===== src/rtl/vec_loader_pkg.sv =====
// Shared defaults and state encoding for the vector loader that feeds dotprod.
package vec_loader_pkg;

  localparam int unsigned DATA_W_DEF  = 32;
  localparam int unsigned ADDR_W_DEF  = 16;
  localparam int unsigned TIMEOUT_DEF = 1 << 20;

  typedef enum logic [2:0] {
    S_IDLE   = 3'd0,
    S_LOAD   = 3'd1,
    S_SETTLE = 3'd2,
    S_START  = 3'd3,
    S_WAIT   = 3'd4,
    S_OUT    = 3'd5
  } state_e;

endpackage


===== src/rtl/vec_loader_if.sv =====
// Element-pair input stream and result output handshake of the vector loader.
interface vec_loader_if #(
  parameter int unsigned DATA_W = 32
);

  logic              s_valid;
  logic              s_ready;
  logic [DATA_W-1:0] s_a;
  logic [DATA_W-1:0] s_b;
  logic              m_valid;
  logic              m_ready;
  logic [DATA_W-1:0] m_result;

  // Environment side: produces element pairs, consumes the result.
  modport master (
    output s_valid, s_a, s_b, m_ready,
    input  s_ready, m_valid, m_result
  );

  // Loader side.
  modport slave (
    input  s_valid, s_a, s_b, m_ready,
    output s_ready, m_valid, m_result
  );

endinterface


===== src/rtl/vec_loader.sv =====
// Streams element pairs into the a/b RAMs, kicks dotprod, and returns its result
// over a valid/ready handshake with a bounded wait for completion.
import vec_loader_pkg::*;

module vec_loader #(
  parameter int unsigned DATA_W  = DATA_W_DEF,
  parameter int unsigned ADDR_W  = ADDR_W_DEF,
  parameter int unsigned TIMEOUT = TIMEOUT_DEF
) (
  input  logic              clk,
  input  logic              rst,
  input  logic              load_req,
  input  logic [31:0]       cfg_n,
  vec_loader_if.slave       io,
  output logic              ram_init,
  output logic [DATA_W-1:0] a_ram_in,
  output logic [DATA_W-1:0] b_ram_in,
  output logic [ADDR_W-1:0] a_addr_in,
  output logic [ADDR_W-1:0] b_addr_in,
  output logic              start_sig,
  output logic [31:0]       n,
  input  logic              done_flag,
  input  logic [DATA_W-1:0] result,
  output logic              busy,
  output logic              err
);

  localparam int unsigned BEAT_W = ADDR_W + 1;
  localparam int unsigned TO_W   = (TIMEOUT > 1) ? $clog2(TIMEOUT) : 1;
  localparam logic [32:0] MAX_N  = 33'(1) << ADDR_W;

  localparam logic [2:0] IDLE   = S_IDLE;
  localparam logic [2:0] LOAD   = S_LOAD;
  localparam logic [2:0] SETTLE = S_SETTLE;
  localparam logic [2:0] START  = S_START;
  localparam logic [2:0] WAIT   = S_WAIT;
  localparam logic [2:0] OUT    = S_OUT;

  logic [2:0]        state_q,    state_d;
  logic [BEAT_W-1:0] beat_q,     beat_d;
  logic [TO_W-1:0]   to_q,       to_d;
  logic [31:0]       n_q,        n_d;
  logic              s_ready_q,  s_ready_d;
  logic              ram_init_q, ram_init_d;
  logic [DATA_W-1:0] a_ram_q,    a_ram_d;
  logic [DATA_W-1:0] b_ram_q,    b_ram_d;
  logic [ADDR_W-1:0] a_addr_q,   a_addr_d;
  logic [ADDR_W-1:0] b_addr_q,   b_addr_d;
  logic              start_q,    start_d;
  logic              m_valid_q,  m_valid_d;
  logic [DATA_W-1:0] m_result_q, m_result_d;
  logic              busy_q,     busy_d;
  logic              err_q,      err_d;

  logic cfg_ok_c;
  logic accept_c;
  logic last_beat_c;

  assign cfg_ok_c    = (cfg_n != 32'd0) && ({1'b0, cfg_n} <= MAX_N);
  assign accept_c    = io.s_valid && s_ready_q;
  assign last_beat_c = (beat_q == BEAT_W'(n_q - 32'd1));

  // Next-state and next-output logic.
  always_comb begin
    state_d    = state_q;
    beat_d     = beat_q;
    to_d       = to_q;
    n_d        = n_q;
    ram_init_d = ram_init_q;
    a_ram_d    = a_ram_q;
    b_ram_d    = b_ram_q;
    a_addr_d   = a_addr_q;
    b_addr_d   = b_addr_q;
    m_result_d = m_result_q;
    start_d    = 1'b0;
    err_d      = 1'b0;

    case (state_q)
      IDLE: begin
        if (load_req) begin
          if (cfg_ok_c) begin
            n_d     = cfg_n;
            beat_d  = '0;
            state_d = LOAD;
          end else begin
            err_d = 1'b1;
          end
        end
      end
      LOAD: begin
        if (accept_c) begin
          a_addr_d   = ADDR_W'(beat_q);
          b_addr_d   = ADDR_W'(beat_q);
          a_ram_d    = io.s_a;
          b_ram_d    = io.s_b;
          ram_init_d = 1'b1;
          beat_d     = beat_q + BEAT_W'(1);
          if (last_beat_c) state_d = SETTLE;
        end
      end
      SETTLE: begin
        ram_init_d = 1'b1;
        state_d    = START;
      end
      START: begin
        ram_init_d = 1'b0;
        start_d    = 1'b1;
        to_d       = '0;
        state_d    = WAIT;
      end
      WAIT: begin
        if (done_flag) begin
          m_result_d = result;
          state_d    = OUT;
        end else if (to_q == TO_W'(TIMEOUT - 1)) begin
          err_d   = 1'b1;
          state_d = IDLE;
        end else begin
          to_d = to_q + TO_W'(1);
        end
      end
      OUT: begin
        if (io.m_ready) state_d = IDLE;
      end
      default: state_d = IDLE;
    endcase

    // Status flags are registered copies of the state being entered.
    s_ready_d = (state_d == LOAD);
    m_valid_d = (state_d == OUT);
    busy_d    = (state_d != IDLE);
  end

  always_ff @(posedge clk) begin
    if (rst) begin
      state_q    <= IDLE;
      beat_q     <= '0;
      to_q       <= '0;
      n_q        <= '0;
      s_ready_q  <= 1'b0;
      ram_init_q <= 1'b0;
      a_ram_q    <= '0;
      b_ram_q    <= '0;
      a_addr_q   <= '0;
      b_addr_q   <= '0;
      start_q    <= 1'b0;
      m_valid_q  <= 1'b0;
      m_result_q <= '0;
      busy_q     <= 1'b0;
      err_q      <= 1'b0;
    end else begin
      state_q    <= state_d;
      beat_q     <= beat_d;
      to_q       <= to_d;
      n_q        <= n_d;
      s_ready_q  <= s_ready_d;
      ram_init_q <= ram_init_d;
      a_ram_q    <= a_ram_d;
      b_ram_q    <= b_ram_d;
      a_addr_q   <= a_addr_d;
      b_addr_q   <= b_addr_d;
      start_q    <= start_d;
      m_valid_q  <= m_valid_d;
      m_result_q <= m_result_d;
      busy_q     <= busy_d;
      err_q      <= err_d;
    end
  end

  assign io.s_ready  = s_ready_q;
  assign io.m_valid  = m_valid_q;
  assign io.m_result = m_result_q;
  assign ram_init    = ram_init_q;
  assign a_ram_in    = a_ram_q;
  assign b_ram_in    = b_ram_q;
  assign a_addr_in   = a_addr_q;
  assign b_addr_in   = b_addr_q;
  assign start_sig   = start_q;
  assign n           = n_q;
  assign busy        = busy_q;
  assign err         = err_q;

endmodule


===== src/flat_wrapper.sv =====
// flat-port wrapper written by rule: the top's interface ports become plain ports
module vec_loader_flat 
#(
  parameter int unsigned DATA_W  = DATA_W_DEF,
  parameter int unsigned ADDR_W  = ADDR_W_DEF,
  parameter int unsigned TIMEOUT = TIMEOUT_DEF
)
  (clk, rst, load_req, cfg_n, ram_init, a_ram_in, b_ram_in, a_addr_in, b_addr_in, start_sig, n, done_flag, result, busy, err, io_s_valid, io_s_a, io_s_b, io_m_ready, io_s_ready, io_m_valid, io_m_result);
  vec_loader_if #(.DATA_W(DATA_W)) io_i ();
  input  logic clk;
  input  logic rst;
  input  logic load_req;
  input  logic [31:0] cfg_n;
  output logic ram_init;
  output logic [DATA_W-1:0] a_ram_in;
  output logic [DATA_W-1:0] b_ram_in;
  output logic [ADDR_W-1:0] a_addr_in;
  output logic [ADDR_W-1:0] b_addr_in;
  output logic start_sig;
  output logic [31:0] n;
  input  logic done_flag;
  input  logic [DATA_W-1:0] result;
  output logic busy;
  output logic err;
  input wire logic [$bits(io_i.s_valid)-1:0] io_s_valid;
  input wire logic [$bits(io_i.s_a)-1:0] io_s_a;
  input wire logic [$bits(io_i.s_b)-1:0] io_s_b;
  input wire logic [$bits(io_i.m_ready)-1:0] io_m_ready;
  output wire logic [$bits(io_i.s_ready)-1:0] io_s_ready;
  output wire logic [$bits(io_i.m_valid)-1:0] io_m_valid;
  output wire logic [$bits(io_i.m_result)-1:0] io_m_result;
  assign io_i.s_valid = io_s_valid;
  assign io_i.s_a = io_s_a;
  assign io_i.s_b = io_s_b;
  assign io_i.m_ready = io_m_ready;
  assign io_s_ready = io_i.s_ready;
  assign io_m_valid = io_i.m_valid;
  assign io_m_result = io_i.m_result;
  vec_loader #(.DATA_W(DATA_W), .ADDR_W(ADDR_W), .TIMEOUT(TIMEOUT)) u_core (.clk(clk), .rst(rst), .load_req(load_req), .cfg_n(cfg_n), .io(io_i), .ram_init(ram_init), .a_ram_in(a_ram_in), .b_ram_in(b_ram_in), .a_addr_in(a_addr_in), .b_addr_in(b_addr_in), .start_sig(start_sig), .n(n), .done_flag(done_flag), .result(result), .busy(busy), .err(err));
endmodule

===== config.mk =====
export PLATFORM = sky130hd
export DESIGN_NAME = vec_loader_flat
export DESIGN_NICKNAME = d
export VERILOG_FILES = /design/src/rtl/vec_loader_pkg.sv /design/src/rtl/vec_loader_if.sv /design/src/rtl/vec_loader.sv /design/src/flat_wrapper.sv
export SDC_FILE = /design/constraint.sdc
export NUM_CORES = 1
export LEC_CHECK = 0
export CORE_UTILIZATION = 41
export CTS_BUF_LIST = sky130_fd_sc_hd__clkbuf_8
export DETAILED_ROUTE_END_ITERATION = 7
export PLACE_DENSITY = 0.79
export SYNTH_ARGS = -nofsm -noshare
export SYNTH_HDL_FRONTEND = slang
export SYNTH_SLANG_ARGS = --single-unit

===== constraint.sdc =====
create_clock -name clk -period 2.25 [get_ports clk]
set_input_delay 0.45 -clock clk [delete_from_list [all_inputs] [get_ports clk]]
set_output_delay 0.45 -clock clk [all_outputs]
set_load 0.01 [all_outputs]

==> impl_metrics.csv, run 1 <==
group,metric,value,unit
worst_hold_path,min_path_type,"in2reg",
run,max-cap-violations,0,
yosys,synth.yosys.seq_area_share,0.4978,
final_layout,areaGrowthSynthToFinish,53.99,%
yosys,avgSynthCellArea,8.018,um^2
setup_path,cp_max_fo,3,
yosys,synth.top_cell.area_share,0.4978,
clocking,cts_tree,"yes",
timing,worstMarginPinSlew,0.6185,ns
yosys,yosys.area.top_type,"dfxtp_1",
detailed_routing,totalWireLength,23180,um
timing,fmax,425.0,MHz
setup_path,endpoint_kind,"flip-flop",
final_layout,utilization,0.6506,
place,place_hpwl,16410,um
die,fp-row-count,49,
final_layout,num_antenna_cells,0,
yosys,ys_top_cells_by_area,"dfxtp_1 (50%), nand2_1 (14%), a21oi_1 (9.2%), xor2_1 (3.6%), xnor2_1 (2.6%)",
yosys,synth-edff-count,0,
detailed_routing,drtAntennaViolNets,0,
die,design.die.area,19190,um^2
clocking,cts_hold_repair.buffers,0,
status,status,"complete, but fails checks",
clocking,htree_levels,4,
timing,fin_skew,0.01550,ns
yosys,synth.top_cells.by_count,"nand2_1 (282), dfxtp_1 (190), a21oi_1 (141)",
global_route,grt_pass1_vias,7215,
setup_path,critical_path_arrival,2.72,ns
power,p_per_area,519.5,nW/um^2
die,start_util,0.4225,
global_route,grt_pass1_wl,36640,um
place,pre_cts_slack,-0.5813,ns
detailed_routing,wl_per_cell,15.43,um
timing,fin_hold_ws,0.2897,ns
detailed_routing,first_pass_iters,8,
timing,slew_violations,0,
yosys,synthCells,953,
global_route,grt_max_degree,136,
final_layout,drive_gt1_frac,0.1060,
timing,hold_viol_final,0,
setup_path,rrSetupSlack,-0.10,ns
final_layout,num-fill-cells,1458,
timing,relSlewSlack,0.5867,
setup_path,worstSetupStartpointType,"flip-flop",
global_route,grt_use_total,0.2384,
yosys,yosysMostFrequentCell,"nand2_1",
yosys,synth_seq_cells,190,
detailed_routing,drt_iter0_markers,514,
die,die_h,138.5,um
clocking,clock_latency,0.46,ns
timing,tns,-0.2067,ns
die,ioPinCount,300,
status,failed_checks,"design-rule violations, negative setup slack",
yosys,synth_nets,1090,
timing,rsz0062_at_grt,"true",
detailed_routing,num_vias,7637,
place,place_congestion,0.8490,
clocking,cts.root.buffer_cell,"clkbuf_8",
clocking,cts_buffer_depth,2,
detailed_routing,vias_per_cell,5.085,
die,die_w,138.5,um
power,ir_worst_vdd,0.3765,mV
timing,final.setup.worst_slack,-0.1032,ns
yosys,yosys_warnings,0,
power,p_leak,4.212,nW
place,port_buffers,299,
global_route,grt_overflow,0,
yosys,ys_types,49,
setup_path,path_class,"reg2reg",
final_layout,multiInputGateArea,3621,um^2
clocking,path_clk_slew,0.10,ns
timing,fin_crit,2.353,ns
final_layout,fin_nets,1398,
final_layout,regArea,3807,um^2
yosys,ys.flop_type,"dfxtp_1",
clocking,cts_made_buffers,17,
yosys,async_flop_share,0,
setup_path,required,2.62,ns
die,core,18090,um^2
yosys,syn_area,7641,um^2
detailed_routing,drc,24,
timing,timing.final.crit_share,1.046,
timing,setup_violations,3,
global_route,antenna_found_initial,0,
clocking,clock-sinks,190,
==> worst paths after layout <==
kind | startpoint | endpoint | depth (start not counted)
setup / recovery | u_core.n[5] | u_core.state_q[1] | 7
hold / removal | cfg_n[11] | u_core.n[11] | 3
setup reg to reg | u_core.n[5] | u_core.state_q[1] | 7
hold reg to reg | u_core.b_ram_in[30] | u_core.b_ram_in[30] | 2
==> cell usage in the layout, fill, tap and decap left out, types with 3 or more instances in the layout <==
master             n
o21ai_0           13
and3_1            20
clkdlybuf4s50_1  290
nand4_1           14
clkinvlp_4         3
nor3_1             9
nand2b_1           3
clkinv_4           3
o2111ai_1          3
bufinv_16          3
and2_1             4
inv_1             10
a211oi_1           3
clkbuf_8          19
dlymetal6s2s_1     8
nor4_2             8
xor2_1            31
xnor2_1           22
nand3_1           15
or3_1              5
dfxtp_2            3
or2_2              3
dfxtp_1          187
buf_12             6
a21oi_1          139
buf_4             63
nand2_1          282
and4_1             4
o211ai_1           4
nor2_1            46
==> stage by stage <==
stage / instances / instance area [um^2] / power, mW
3_3_place_gp: 1469 / 11130 / 3.773
6_report: 1502 / 11770 / 6.113
2_1_floorplan: 953 / 7647 / 3.494
5_1_grt: 1502 / 11770 / 6.318
4_1_cts: 1500 / 11590 / 6.165
3_5_place_dp: 1469 / 11130 / 3.774
==> layer usage <==
layer / GRT usage / routed length (um) / vias up
met3: 0.06858 / 1540 / 58
li1: - / - / 3780
met4: 0.1195 / 820 / 0
met5: 0 / 0 / -
met2: 0.4018 / 11320 / 268
met1: 0.2768 / 9496 / 3531
==> where the power goes <==
part | leakage, nW | switching (mW) | internal [mW]
Sequential | 1.53 | 0.000206 | 3.36
Combinational | 2.47 | 0.112 | 0.234
Clock | 0.206 | 1.25 | 1.16
==> what timing repair did <==
action / in CTS / in global routing
gates cloned: 0 / 0
gates resized for setup: 9 / 33
endpoints found under the setup margin: 12 / 63
hold endpoints to repair: 0 / 0
setup buffers: 0 / 2
pin swaps: 4 / 14
==> cell families (layout without fill, tap and decap cells) <==
family / after synthesis / after routing / synth area share
xor+xnor: 54 / 54 / 0.06190
mux: 1 / 1 / 0.001310
flops: 190 / 190 / 0.4978
fa+ha+maj: 3 / 3 / 0.004913
simple gates: 433 / 433 / 0.2463
buf+inv: 87 / 407 / 0.05289
compound gates: 185 / 185 / 0.1349
==> area by class of cell <==
cell class                      count  share of cell area
Tap cell                          229             0.02435
Multi-Input combinational cell    676              0.3077
Clock inverter                     12             0.01361
Inverter                            9            0.002871
Sequential cell                   190              0.3236
Timing Repair Buffer              367              0.3056
Clock buffer                       19             0.02222
==> registers in the layout, indices dropped and copies added, names as in the netlist, 3 cells and up <==
name / cells
u_core.io.m_result: 32
u_core.a_ram_in: 32
u_core.state_q: 3
u_core.beat_q: 17
u_core.n: 32
u_core.to_q: 20
u_core.b_ram_in: 32
u_core.a_addr_in: 16
==> worst max-delay path: stages, from the launching register on <==
cell,delay (ns)
dfxtp_2,0.33
or4_4,0.54
or3_4,0.35
o211ai_1,0.20
o41ai_2,0.11
and4_1,0.21
and4b_2,0.28
a31o_1,0.22
(Power assumes the default switching activity.)
==> run 2: changes to the inputs <==
Settings changed: CAP_MARGIN set to 15.
==> results of run 2 <==
No change in the layout: final DEF, timing and power equal those of run 1.
==> run 3: changes to the inputs <==
Settings changed: SKIP_LAST_GASP set to 1.
==> results of run 3 <==
No change in the layout: final DEF, timing and power equal those of run 1.
